### config.mk
export PLATFORM = sky130hd
export DESIGN_NAME = mdu_ctrl
export DESIGN_NICKNAME = d
export VERILOG_FILES = /design/src/rtl/mdu_ctrl.sv
export SDC_FILE = /design/constraint.sdc
export NUM_CORES = 2
export LEC_CHECK = 0
export ABC_AREA = 1
export CORE_ASPECT_RATIO = 0.75
export CORE_MARGIN = 2
export CORE_UTILIZATION = 35
export CTS_BUF_LIST = sky130_fd_sc_hd__clkbuf_16
export DETAILED_ROUTE_END_ITERATION = 7
export GPL_TIMING_DRIVEN = 1
export PLACE_DENSITY = 0.48
export REMOVE_ABC_BUFFERS = 1
export SLEW_MARGIN = 40
export SYNTH_ARGS = -nofsm -noshare
export SYNTH_HDL_FRONTEND = slang
export SYNTH_SLANG_ARGS = --single-unit
### constraint.sdc
create_clock -name clk -period 8.3 [get_ports clk]
set_input_delay 1.245 -clock clk [delete_from_list [all_inputs] [get_ports clk]]
set_output_delay 1.245 -clock clk [all_outputs]
set_load 0.1 [all_outputs]
### src/rtl/mdu_ctrl.sv
// Multiply/divide sequencing controller: single-cycle multiply, 32-step restoring
// divide, and ownership of the architectural HI/LO register pair.
//
// state | meaning
// IDLE  | ready for a new operation; mthi/mtlo complete here
// MUL   | product computed this cycle, written to HI/LO at the edge
// DIV   | one restoring-divide step per cycle
// FIX   | sign fixup of quotient/remainder, written to HI/LO at the edge
module mdu_ctrl #(
   parameter int DIV_ITERS = 32
) (
   input  logic        clk,
   input  logic        resetn,
   input  logic        op_valid,
   input  logic [2:0]  op_code,
   input  logic [31:0] src1,
   input  logic [31:0] src2,
   input  logic        flush,
   output logic        op_ready,
   output logic        busy,
   output logic [31:0] hi,
   output logic [31:0] lo
);

   localparam logic [1:0] IDLE = 2'd0;
   localparam logic [1:0] MUL  = 2'd1;
   localparam logic [1:0] DIV  = 2'd2;
   localparam logic [1:0] FIX  = 2'd3;

   logic [1:0]  state;
   logic [5:0]  cnt;
   logic [31:0] op_a;
   logic [31:0] op_b;
   logic        mul_signed;
   logic        q_neg;
   logic        r_neg;
   logic [63:0] rem_quo;

   logic        div_signed;
   logic [31:0] abs1;
   logic [31:0] abs2;
   logic [63:0] mul_a;
   logic [63:0] mul_b;
   logic [63:0] product;
   logic [32:0] rem_top;
   logic        rem_ge;
   logic [31:0] rem_sub;
   logic [63:0] rem_quo_next;
   logic [31:0] quo_fix;
   logic [31:0] rem_fix;

   assign op_ready = (state == IDLE);
   assign busy     = (state != IDLE);

   assign div_signed = (op_code == 3'd2);
   assign abs1 = (div_signed && src1[31]) ? -src1 : src1;
   assign abs2 = (div_signed && src2[31]) ? -src2 : src2;

   // 33x33 signed multiply, evaluated in 64 bits since only the low 64 bits matter
   assign mul_a   = {{32{mul_signed & op_a[31]}}, op_a};
   assign mul_b   = {{32{mul_signed & op_b[31]}}, op_b};
   assign product = mul_a * mul_b;

   // The shifted-out remainder bit makes the compare 33 bits wide
   assign rem_top      = rem_quo[63:31];
   assign rem_ge       = (rem_top >= {1'b0, op_b});
   assign rem_sub      = rem_top[31:0] - op_b;
   assign rem_quo_next = rem_ge ? {rem_sub, rem_quo[30:0], 1'b1}
                                : {rem_quo[62:0], 1'b0};

   assign quo_fix = q_neg ? -rem_quo[31:0]  : rem_quo[31:0];
   assign rem_fix = r_neg ? -rem_quo[63:32] : rem_quo[63:32];

   always_ff @(posedge clk or negedge resetn) begin
      if (!resetn) begin
         state      <= IDLE;
         cnt        <= '0;
         op_a       <= '0;
         op_b       <= '0;
         mul_signed <= 1'b0;
         q_neg      <= 1'b0;
         r_neg      <= 1'b0;
         rem_quo    <= '0;
         hi         <= '0;
         lo         <= '0;
      end else begin
         case (state)
            IDLE: begin
               if (op_valid && !flush) begin
                  case (op_code)
                     3'd0, 3'd1: begin
                        op_a       <= src1;
                        op_b       <= src2;
                        mul_signed <= (op_code == 3'd0);
                        state      <= MUL;
                     end
                     3'd2, 3'd3: begin
                        op_b    <= abs2;
                        rem_quo <= {32'd0, abs1};
                        // Divide by zero leaves an all-ones quotient unfixed
                        q_neg   <= div_signed && (src1[31] ^ src2[31]) && (src2 != 32'd0);
                        r_neg   <= div_signed && src1[31];
                        cnt     <= '0;
                        state   <= DIV;
                     end
                     3'd4: hi <= src1;
                     3'd5: lo <= src1;
                     default: ;
                  endcase
               end
            end
            MUL: begin
               if (!flush) begin
                  hi <= product[63:32];
                  lo <= product[31:0];
               end
               state <= IDLE;
            end
            DIV: begin
               if (flush) begin
                  state <= IDLE;
               end else begin
                  rem_quo <= rem_quo_next;
                  cnt     <= cnt + 6'd1;
                  if (cnt == 6'(DIV_ITERS - 1))
                     state <= FIX;
               end
            end
            FIX: begin
               if (!flush) begin
                  hi <= rem_fix;
                  lo <= quo_fix;
               end
               state <= IDLE;
            end
            default: state <= IDLE;
         endcase
      end
   end

endmodule

==> After elaboration in Yosys (flattened, before gate mapping) <==
Cells that the tools add are included.
{ "classes": {"multipliers": 1, "n_addsub": 6, "n_eq_ne": 18, "n_bitwise": 3, "n_lt_le_gt_ge": 1, "n_mux": 29, "reduce_logical": 23} }
{ "ops": {"columns": ["op", "n"], "rows": [
  ["2-to-1 mux 32 bit", 12],
  ["2-to-1 mux 64 bit", 4],
  ["one-hot mux 32 bit (3 select lines)", 2],
  ["negation 32 bit", 4],
  ["one-hot mux 64 bit (2 select lines)", 1],
  ["multiplier 33 x 33 -> 64 bit", 1],
  ["one-hot mux 32 bit (2 select lines)", 1],
  ["greater-or-equal comparator 33 x 32 -> 1 bit", 1],
  ["nonzero test 32 bit", 1],
  ["subtractor 32 bit", 1],
  ["2-to-1 mux 6 bit", 3],
  ["one-hot mux 6 bit (2 select lines)", 1],
  ["AND reduction 3 bit", 4],
  ["AND reduction 5 bit", 2],
  ["!= test 2 x 1 -> 1 bit (second input constant)", 4],
  ["adder 6 x 1 -> 6 bit (second input constant)", 1],
  ["== test 3 x 2 -> 1 bit (second input constant)", 2],
  ["== test 3 bit (second input constant)", 2],
  ["== test 6 x 5 -> 1 bit (second input constant)", 1],
  ["2-to-1 mux 2 bit", 3],
  ["!= test 2 bit (second input constant)", 3],
  ["one-hot mux 2 bit (3 select lines)", 1],
  ["nonzero test 2 bit", 3],
  ["OR reduction 2 bit", 3],
  ["other kinds (14)", 20]
]} }
{ "word_totals": {"wordCells": 91, "register_bits": 203} }

==> Longest topological paths before layout <==
{ "logic_depth": {"word_depth": 6, "depth_mapped": 35} }

==> Worst setup path before layout <==
No wires, ideal clock.
{ "synth_path": {"path_kind": "register to register", "from": "reg op_a[31]", "to": "reg hi[29]", "arrival_ns": 7.345, "required_ns": 8.222, "stages_incl_launch_ff": 30, "path_slack_ns": 0.877, "path_cell_list": "dfrtp_1 clkbuf_1 nand2_1 clkbuf_1 nor2_1 fa_1 inv_1 fa_1 inv_1 fa_1 inv_1 fa_1 fa_1 inv_1 fa_1 inv_1 fa_1 fa_1 inv_1 ha_1 inv_1 o21bai_1 or2_2 a21oi_1 nand2_1 a21oi_1 nand2_1 nand2_1 nand3_1 a21oi_1"} }
{ "synth_via": {"elab_chain_cells": 4} }
{ "synth_lines": {"columns": ["element", "line", "text"], "rows": [
  ["from (decl)", "32", "logic [31:0] op_a;"],
  ["from (signal assigned)", "92", "op_a <= src1;"],
  ["AND 1 bit", "60", "assign mul_a = {{32{mul_signed & op_a[31]}}, op_a};"],
  ["multiplier 33 x 33 -> 64 bit *", "62", "assign product = mul_a * mul_b;"],
  ["2-to-1 mux 32 bit *", "113", "if (!flush) begin"],
  ["one-hot mux 32 bit (3 select lines) *", "87", "case (state)"],
  ["to (signal assigned)", "106", "3'd4: hi <= src1;"],
  ["to (signal assigned)", "114", "hi <= product[63:32];"],
  ["to (signal assigned)", "131", "hi <= rem_fix;"],
  ["to (decl)", "21", "output logic [31:0] hi,"]
]} }
Mark *: on every way between the ends. The rest lies on a longest branch, timed or not. The select of a mux whose other input is x is not followed.
A chain may end at the register's enable or synchronous reset.

==> Worst setup path after layout <==
{ "layout_path": {"from": "reg op_b[10]", "to": "reg lo[28]"} }
{ "layout_via": {"elab_chain_cells": 3} }
{ "layout_lines": {"columns": ["element", "line", "text"], "rows": [
  ["from (decl)", "33", "logic [31:0] op_b;"],
  ["from (signal assigned)", "93", "op_b <= src2;"],
  ["from (signal assigned)", "98", "op_b <= abs2;"],
  ["multiplier 33 x 33 -> 64 bit", "62", null],
  ["2-to-1 mux 32 bit", "113", null],
  ["one-hot mux 32 bit (3 select lines)", "87", null],
  ["to (signal assigned)", "107", "3'd5: lo <= src1;"],
  ["to (signal assigned)", "115", "lo <= product[31:0];"],
  ["to (signal assigned)", "132", "lo <= quo_fix;"],
  ["to (decl)", "22", "output logic [31:0] lo"]
]} }
Every way passes these cells. The select of a mux whose other input is x is not followed.

==> results list <==
- Fmax: 125 MHz
* CP Capture Type: flop
* Yosys synthesis warning count: 0
* CTS buffer count: 26
- The final number of max-transition violations came to 0.
- Detailed Route Iter0 Violations: 4715
* Finished Layout Cells: 9377
* Total number of vias: between 40000 and 50000
- After detailed routing, the number of remaining DRC violations is 13.
- Final worst path period share: between 90 and 100%
- Number of synthesized register bits: just over 200
* Area share of fa/ha/maj cells after synthesis: 47.2%
- For the worst setup path, the data required time is around 8.8 ns.
- The tree is rooted in a sky130_fd_sc_hd__clkbuf_16.
* CTS tree: yes
* Proportion of synthesized area in mux cells: less than 1%
* Area inside the core boundary: about 150000 um2
- In the final layout, the share of cells above drive strength 1 is under 10%.
- Counting tap cells, the placed design contains a total of a little over 9000 instances.
* Synth Area in Simple Gates: ~20%
- Die X: 460 um
- Avg Synthesized Cell Area: 7.47 um2
- The first detailed-routing pass ran for 8 iterations.
- Tracing the worst setup path back leads to its startpoint at op_b[10].
- Setup repair after global routing left no endpoint under its margin.
* Status: finished, violations left
- Measured against its own limit, the worst slew margin works out to 39.3%.
* Gate count after technology mapping: roughly 7300
* Vias in the first global route: 47200
* Antenna violations before repair: 16
* Maximum fanout along the worst path: 10
* Syn-to-layout area delta: 9.22%
- Starting Density: a little over a third
- Last weighted congestion value of the routability-driven placer: between 1 and 1.5
* Number of max-cap violations: 0
- Total detailed-routing wirelength: between 200 and 250 mm
* Worst-case setup slack after placement: 0.197 ns
- In this run the count of I/O pins placed on the die edge is ~140.
* Most used cell, CP: sky130_fd_sc_hd__fa_1
- Measured slew at the worst slew-check pin: between 0.9 and 1 ns
- The cell area that synthesis handed to floorplanning was 54500 um2.
- The worst path needs around 8.0 ns of the cycle, external delays included.
- Overall die area: approximately 160000 um2
- The largest single stage delay on the critical path is between 0.6 and 0.7 ns.
* Maximum clock skew at final layout: ~0.054 ns
- The count of buffers added on input and output ports is roughly 140.
* XOR/XNOR Fraction of Synth Area: ~1.2%
* Post-detailed-route wirelength per cell: around 23 um
- FP Rows: between 100 and 150
- Number of endpoints failing setup at the final stage: 0
- The final reports fail on design-rule violations.
- Worst-Skew Late Latency: between 0.6 and 0.7 ns
* Count of antenna-violating nets left after detailed routing: 0
- Start point of the worst min-delay path: lo[14]
* Layout Nets: roughly 8800
- Buffer levels on the longest clock path: 3
* Synthesized-area fraction occupied by ao, oa, aoi and oai cells: approximately 6.8%
- STA puts the critical path data arrival time at 8.51 ns.
- Summed over all layers, the global routing overflow is 0.
- The HPWL after detailed placement is 186 mm.
* Share of synthesized area occupied by flip-flops and latches: around a tenth
- Number of H-tree branching levels: 1
- By area, the combinational part of the netlist is dominated by adder cells.
- Counting instances, the worst hold path has a depth of 2.
* Summed negative setup slack over all endpoints: 0 ns
- Measured along the y axis, the die boundary spans 346 um.
- Ys async rst share: 100%
* Number of sinks handled by clock tree synthesis: 203
- After detailed routing, the number of vias per cell comes to 5.03.
- Global-route usage over all layers: approximately 28%
- Clock-pin slew was measured on the worst setup and hold paths at 0.08 ns.
- Reg2Reg Depth: 29
- Entering global routing, the biggest net connects 101 pins.
- Filler Cell Count: about 16000
- The worst path meets setup with between 0.2 and 0.3 ns of slack.
- Among all flip-flop cells after synthesis, the most frequent one is sky130_fd_sc_hd__dfrtp_1.
* R2r startpoint: op_b[10]
- The critical path in this run is classified as reg -> reg.
- Across all hold checks on the routed design, the worst slack comes to 0.501 ns.
- Worst hold path class: reg -> reg
- The slowest stage of the critical path is the sky130_fd_sc_hd__dfrtp_1 cell.
* Number of enable flip-flop cells after synthesis: 0
- Distinct cell type count of the synthesized netlist: 55
* Global-route wire length before repair: ~320 mm
* Hold Fails Final Rpt: 0
* Startpoint type of the worst setup path: flop
[kinds of logic after synthesis]
family | after synthesis
AND/OR/NAND/NOR | 2681
buffers and inverters | 2261
adder cells (fa/ha/maj) | 1379
AO/OA/AOI/OAI | 692
flip-flops | 203
XOR/XNOR | 76
multiplexers | 1
[placed cells by master, fill, tap and decap left out, types with 4 or more instances in the layout]
cell type	instances
sky130_fd_sc_hd__inv_1	1908
sky130_fd_sc_hd__diode_2	11
sky130_fd_sc_hd__nor4_1	9
sky130_fd_sc_hd__xnor2_1	25
sky130_fd_sc_hd__o21ai_0	305
sky130_fd_sc_hd__nand4_1	38
sky130_fd_sc_hd__o21ai_1	27
sky130_fd_sc_hd__clkinv_2	5
sky130_fd_sc_hd__a211oi_1	5
sky130_fd_sc_hd__a31oi_1	17
sky130_fd_sc_hd__o21bai_1	18
sky130_fd_sc_hd__a21boi_0	4
sky130_fd_sc_hd__or2_2	26
sky130_fd_sc_hd__buf_2	65
sky130_fd_sc_hd__dfrtp_1	193
sky130_fd_sc_hd__dfrtp_2	10
sky130_fd_sc_hd__nand3b_1	10
sky130_fd_sc_hd__fa_1	1125
sky130_fd_sc_hd__inv_2	10
sky130_fd_sc_hd__a21oi_2	4
sky130_fd_sc_hd__nand2_2	7
sky130_fd_sc_hd__o31ai_1	4
sky130_fd_sc_hd__buf_12	25
sky130_fd_sc_hd__nor2_1	481
sky130_fd_sc_hd__nor2_2	7
sky130_fd_sc_hd__o22ai_1	7
sky130_fd_sc_hd__o211ai_1	28
sky130_fd_sc_hd__clkdlybuf4s50_1	69
sky130_fd_sc_hd__a21oi_1	255
sky130_fd_sc_hd__nand3_1	271
sky130_fd_sc_hd__nand2_1	1770
sky130_fd_sc_hd__buf_4	178
sky130_fd_sc_hd__nor3_1	48
sky130_fd_sc_hd__xor2_1	51
sky130_fd_sc_hd__ha_1	251
sky130_fd_sc_hd__nor2_4	4
sky130_fd_sc_hd__clkbuf_16	26
[through the flow]
stage          util, %  instance area [um2]
2_1_floorplan        -                53100
3_3_place_gp      38.1                58900
3_5_place_dp      37.9                58600
4_1_cts           38.4                59400
5_1_grt           38.5                59500
6_report          38.5                59500
[cells in the mapped netlist (3+ instances only)]
cell | instances | area, um2
sky130_fd_sc_hd__inv_1 | 1902 | 7140
sky130_fd_sc_hd__nand2_1 | 1773 | 6660
sky130_fd_sc_hd__fa_1 | 1126 | 22500
sky130_fd_sc_hd__nor2_1 | 484 | 1820
sky130_fd_sc_hd__clkbuf_1 | 307 | 1150
sky130_fd_sc_hd__o21ai_0 | 306 | 1530
sky130_fd_sc_hd__nand3_1 | 271 | 1360
sky130_fd_sc_hd__a21oi_1 | 257 | 1290
sky130_fd_sc_hd__ha_1 | 253 | 3170
sky130_fd_sc_hd__dfrtp_1 | 203 | 5080
sky130_fd_sc_hd__xor2_1 | 51 | 447
sky130_fd_sc_hd__nor3_1 | 48 | 240
sky130_fd_sc_hd__nand4_1 | 38 | 238
sky130_fd_sc_hd__o211ai_1 | 28 | 210
sky130_fd_sc_hd__o21ai_1 | 26 | 130
sky130_fd_sc_hd__or2_2 | 26 | 163
sky130_fd_sc_hd__xnor2_1 | 25 | 219
sky130_fd_sc_hd__buf_2 | 18 | 90.1
sky130_fd_sc_hd__o21bai_1 | 18 | 135
sky130_fd_sc_hd__a31oi_1 | 17 | 106
sky130_fd_sc_hd__buf_1 | 15 | 56.3
sky130_fd_sc_hd__inv_2 | 11 | 41.3
sky130_fd_sc_hd__nand3b_1 | 10 | 75.1
sky130_fd_sc_hd__nor4_1 | 9 | 56.3
sky130_fd_sc_hd__nor2_2 | 7 | 43.8
sky130_fd_sc_hd__o22ai_1 | 7 | 43.8
sky130_fd_sc_hd__a211oi_1 | 5 | 37.5
sky130_fd_sc_hd__nand2_2 | 5 | 31.3
sky130_fd_sc_hd__a21boi_0 | 4 | 30.0
sky130_fd_sc_hd__o31ai_1 | 4 | 30.0
sky130_fd_sc_hd__a21o_1 | 3 | 22.5
sky130_fd_sc_hd__a311oi_1 | 3 | 26.3
sky130_fd_sc_hd__a41oi_1 | 3 | 26.3
sky130_fd_sc_hd__buf_4 | 3 | 22.5
sky130_fd_sc_hd__buf_6 | 3 | 33.8
[routing by layer]
metal,global-route usage (%),part of all wire (%),up-vias
met5,0,0.0092,-
met4,4.57,2.0,4
met3,7.34,10,175
met2,38.2,40,1822
met1,42.8,48,23900
li1,-,-,21300
[worst max-delay path, delay by kind of cell, from the launching register on]
family | cells | cell delay (ns)
flip-flops | 1 | 0.68
AO/OA/AOI/OAI | 2 | 0.34
AND/OR/NAND/NOR | 9 | 1.55
buffers and inverters | 9 | 1.01
adder cells (fa/ha/maj) | 9 | 4.30
[worst paths after layout]
check,to,slack (ns)
max in group asynchronous,op_b[1],6.58
setup / recovery,lo[28],0.27
hold / removal,lo[14],0.50
hold reg to reg,lo[14],0.50
min in group asynchronous,cnt[1],0.54
setup reg to reg,lo[28],0.27
[registers in the layout, summed over array words and instances (netlist names)]
| signal | count |
|---|---|
| rem_quo | 64 |
| hi | 32 |
| lo | 32 |
| op_a | 32 |
| op_b | 32 |
| cnt | 6 |
| state | 2 |
| mul_signed | 1 |
| q_neg | 1 |
| r_neg | 1 |
[area by class of cell]
type	count	area [um2]	share of cell area, %
Inverter	1915	7200	12.1
Antenna cell	11	27.5	0.0463
Sequential cell	203	5090	8.56
Clock buffer	26	651	1.09
Multi-Input combinational cell	4829	40900	68.7
Tap cell	2032	2540	4.27
Clock inverter	21	178	0.299
Timing Repair Buffer	340	2910	4.89
[timing repair]
| action | CTS | global route |
|---|---|---|
| resized for setup | 0 | 11 |
| hold buffers | 0 | 0 |
| setup endpoints to repair | 0 | 7 |
| buffers inserted | 0 | 5 |
Power is not shown: default switching activity piles up to over one toggle a cycle in this logic, so the estimate is an artifact.
